[config.mk]
export PLATFORM = sky130hd
export DESIGN_NAME = base_initarb
export DESIGN_NICKNAME = d
export VERILOG_FILES = /design/src/rtl/base_initarb.sv
export SDC_FILE = /design/constraint.sdc
export NUM_CORES = 1
export LEC_CHECK = 0
export CAP_MARGIN = 25
export CORE_AREA = 2 2 39 41
export DETAILED_ROUTE_END_ITERATION = 8
export DIE_AREA = 0 0 41 43
export GPL_ROUTABILITY_DRIVEN = 0
export GPL_TIMING_DRIVEN = 0
export REMOVE_ABC_BUFFERS = 1
export SLEW_MARGIN = 0
export SYNTH_ARGS = -nofsm -noshare
export SYNTH_HDL_FRONTEND = slang
export SYNTH_SLANG_ARGS = --single-unit
[constraint.sdc]
create_clock -name clk -period 2.15 [get_ports clk]
set_input_delay 0.43 -clock clk [delete_from_list [all_inputs] [get_ports clk]]
set_output_delay 0.43 -clock clk [all_outputs]
set_load 0.05 [all_outputs]
[src/rtl/base_initarb.sv]
// Write-port owner for an initialised table: sweeps every entry to INITV,
// then passes functional writes through a single registered output stage.
module base_initarb #(
  parameter int unsigned LOG_COUNT = 1,
  parameter int unsigned COUNT     = 2 ** LOG_COUNT,
  parameter int unsigned width     = 1,
  parameter logic [width-1:0] INITV = '0
) (
  input  logic                 clk,
  input  logic                 reset,
  input  logic                 i_v,
  output logic                 i_r,
  input  logic [0:LOG_COUNT-1] i_a,
  input  logic [0:width-1]     i_d,
  input  logic                 i_reinit,
  output logic                 o_v,
  input  logic                 o_r,
  output logic [0:LOG_COUNT-1] o_a,
  output logic [0:width-1]     o_d,
  output logic                 o_init_done
);

  typedef enum logic [1:0] {
    ST_INIT = 2'd0,
    ST_LAST = 2'd1,
    ST_RUN  = 2'd2
  } state_t;

  localparam logic [LOG_COUNT-1:0] CNT_TOP = LOG_COUNT'(COUNT - 1);

  state_t                 state_q, state_d;
  logic [LOG_COUNT-1:0]   cnt_q, cnt_d;
  logic                   ov_q, ov_d;
  logic [0:LOG_COUNT-1]   oa_q, oa_d;
  logic [0:width-1]       od_q, od_d;
  logic                   ld;

  assign ld = ~ov_q | o_r;

  always_ff @(posedge clk) begin
    if (!reset) begin
      state_q <= ST_INIT;
      cnt_q   <= CNT_TOP;
      ov_q    <= 1'b0;
      oa_q    <= '0;
      od_q    <= '0;
    end else begin
      state_q <= state_d;
      cnt_q   <= cnt_d;
      ov_q    <= ov_d;
      oa_q    <= oa_d;
      od_q    <= od_d;
    end
  end

  always_comb begin
    state_d = state_q;
    cnt_d   = cnt_q;
    ov_d    = ov_q;
    oa_d    = oa_q;
    od_d    = od_q;
    i_r     = 1'b0;
    unique case (state_q)
      ST_INIT: begin
        if (ld) begin
          ov_d = 1'b1;
          oa_d = cnt_q;
          od_d = INITV;
          if (cnt_q == '0) state_d = ST_LAST;
          else             cnt_d   = cnt_q - 1'b1;
        end
      end
      ST_LAST: begin
        // o_v is always set here, so ld means the address-0 beat was taken
        if (ld) begin
          ov_d    = 1'b0;
          state_d = ST_RUN;
        end
      end
      ST_RUN: begin
        i_r = ld;
        if (ld) begin
          ov_d = i_v;
          if (i_v) begin
            oa_d = i_a;
            od_d = i_d;
          end
        end
        if (i_reinit) begin
          state_d = ST_INIT;
          cnt_d   = CNT_TOP;
        end
      end
      default: begin
        state_d = ST_INIT;
        cnt_d   = CNT_TOP;
      end
    endcase
  end

  assign o_v         = ov_q;
  assign o_a         = oa_q;
  assign o_d         = od_q;
  assign o_init_done = (state_q == ST_RUN);

endmodule
==> flow_metrics.tcl <==
set metrics [dict create \
    cts_hold_buf 0 \
    clock_skew_ps 1.91 \
    critPathLaunchType "primary input" \
    h-tree-depth 1 \
    synth_area_leaders "dfxtp_1 39%, nor2b_4 8.9%, a311oi_2 4.9%, nand2_1 4.9%, inv_1 3.6%" \
    ys_ff_latch 6 \
    rr_endpoint "o_a$_SDFFE_PN0P_" \
    seq_area_frac_synth 0.389 \
    grtUsageMet1 0.0965 \
    grt_usage 0.0873 \
    syn_inst 34 \
    grt-ovfl-total 0 \
    final_util 0.332 \
    fin_crit_sh 0.958 \
    setup_viol 0 \
    worst_skew_pair.late_latency_ps 240 \
    drt-pass1-iter-count 4 \
    port_buffers 11 \
    outcome "finished clean" \
    tightest_slew_ps 491 \
    layout_min_cycle_time_ps 2060 \
    die_area_sq_um 1760 \
    required_ps 1720 \
    cts_buffers 3 \
    drive_gt1_frac 0.208 \
    ir_worst_vdd_v 0.000351 \
    placed_cell_area_sq_um 439 \
    drv_slew 0 \
    grt_pass1_vias 250 \
    power.density_nw_per_um2 812 \
    leakagePower_nw 0.187 \
    rr_startpoint "state_q[0]$_SDFFE_PN0P_" \
    yosys.area.top_type "dfxtp_1" \
    antenna_found_initial 0 \
    post_drt_via_cell_ratio 4.66 \
    design_area_sq_um 459 \
    cts_tree "yes" \
    drt_iter0_drc 5 \
    hold_path_startpoint "o_d$_SDFFE_PN0P_" \
    synth_top_area_share 0.389 \
    synth_cell_types 20 \
    holdPathEnd "o_d$_SDFFE_PN0P_" \
    die_h_um 43 \
    synth-warning-count 0 \
    rows 14 \
    finalHoldViolCount 0 \
    use_met2 0.103 \
    cp_cell_sequence "clkdlybuf4s50_1, nor2b_4, nor2_1, dlygate4sd2_1" \
    pin_count 12 \
    wl_um 588 \
    rsz0062_at_grt "no" \
    clockBufferDepth 2 \
    syn_area_sq_um 309 \
    max_cap_violations 0 \
    endpoint_kind "primary output" \
    worstSetupPathType "in -> out" \
    nets 57 \
    fp.coreArea_sq_um 1380 \
    cts_setup_buffers 0 \
    drc 0 \
    cts_sinks 6 \
    dpl.hpwl_um 436 \
    antennaDiodeCount 0 \
    cts-root-buf "clkbuf_4" \
    cp_data_arrival_time_ps 1630 \
    grt_max_degree 9 \
    power.total_mw 0.373 \
    max_freq_ghz 0.486 \
    slowest_stage "dlygate4sd2_1" \
    hold_class "reg -> reg" \
    synthToLayoutAreaGrowth_pct 48.6 \
    crit_fanout 7 \
    slowest_delay_ps 530 \
    async_flop_share 0 \
    top_usage_layer "met2" \
    routedWlPerCell_um 9.19 \
    vias 298 \
    grt_pass1_wl_um 952 \
    synthFlopType "dfxtp_1" \
    use_met3 0.0628 \
    r2r_cells 3 \
    start_util 0.223 \
    synth_edf_count 0 \
    drtAntennaViolNets 0 \
    clkTransAtPathRegs_ps 40 \
    die_x_um 41 \
    post_cts_resized 2 \
    whs_path_depth 2 \
    maxSlewHeadroom 0.672 \
    syn_avg_cell_area_sq_um 9.09 \
    reg2reg_setup_slack_ps 1070 \
]
stage by stage:
stage          TNS, ps  cells  setup WS [ps]  hold WS, ps
2_1_floorplan        0     34            380          505
3_3_place_gp      -207     61           -207          453
3_5_place_dp      -194     61           -194          455
4_1_cts              0     64           78.5          461
5_1_grt              0     64           42.7          477
6_report             0     64           90.6          459
report_power, final:
part	internal [mW]	switching (mW)	leakage, nW	total [mW]
sequential	0.128	0.0171	0.0497	0.145
clock	0.0631	0.0396	0.0138	0.103
combinational	0.0575	0.0679	0.123	0.125
total	0.248	0.125	0.187	0.373
cell type report:
cell class / count / area (sq um)
flip-flops and latches: 6 / 120
repair buffers: 11 / 108
multi-input cells: 24 / 174
well taps: 16 / 20.0
clock buffers: 3 / 22.5
fillers: 143 / 925
inverters: 4 / 15.0
how the worst max path moves through the flow:
stage	from	endpoint	slack (ps)	depth (start not counted)
after floorplan	o_v$_SDFFE_PN0P_	i_r	380	2
after global placement	o_r	i_r	-210	4
after detailed placement	o_r	i_r	-190	4
after CTS	o_r	i_r	80	4
after global routing	o_r	i_r	40	4
final	o_r	i_r	90	4
synthesized netlist by cell type, drive strengths merged, types with 2 or more instances:
library cell and instances:
dfxtp 6, inv 4, nand2 4, nor2 3, nor3 3, nor2b 2
worst max-delay path, delay by kind of cell:
| kind | cells | cell delay, ps |
|---|---|---|
| buffers and inverters | 2 | 1040 |
| and+or+nand+nor | 2 | 160 |
state kept, by name, indices dropped and copies added (netlist names):
register,count
state_q,2
cnt_q,1
o_a,1
o_d,1
o_v,1
kinds of logic (layout without fill, tap and decap cells):
| group | count (synthesis) | after routing | share of synthesized area |
|---|---|---|---|
| AND/OR/NAND/NOR | 15 | 15 | 0.304 |
| multiplexers | 1 | 1 | 0.0324 |
| flip-flops | 6 | 6 | 0.389 |
| AO/OA/AOI/OAI | 8 | 8 | 0.227 |
| buffers and inverters | 4 | 18 | 0.0486 |
per-layer routing:
layer | up-vias | wire length (um)
met5 | - | 0
met4 | 0 | 13
met3 | 5 | 74
met2 | 15 | 242
met1 | 128 | 258
li1 | 150 | -
cells in the final DEF, fill, tap and decap left out:
cell type,instances
a311oi_2,1
dfxtp_1,6
dlygate4sd2_1,2
mux2i_1,1
clkdlybuf4s50_1,9
nor3_2,1
nand3_1,1
inv_2,1
nor3_1,2
nand2b_2,1
o21a_1,1
a31oi_1,1
clkbuf_4,3
o22ai_1,1
a211oi_1,1
inv_1,3
nor2_1,3
nand2_1,4
o31a_1,1
a21bo_2,1
or3_1,1
a2bb2oi_1,1
nor2b_4,2
(Power assumes the default switching activity.)
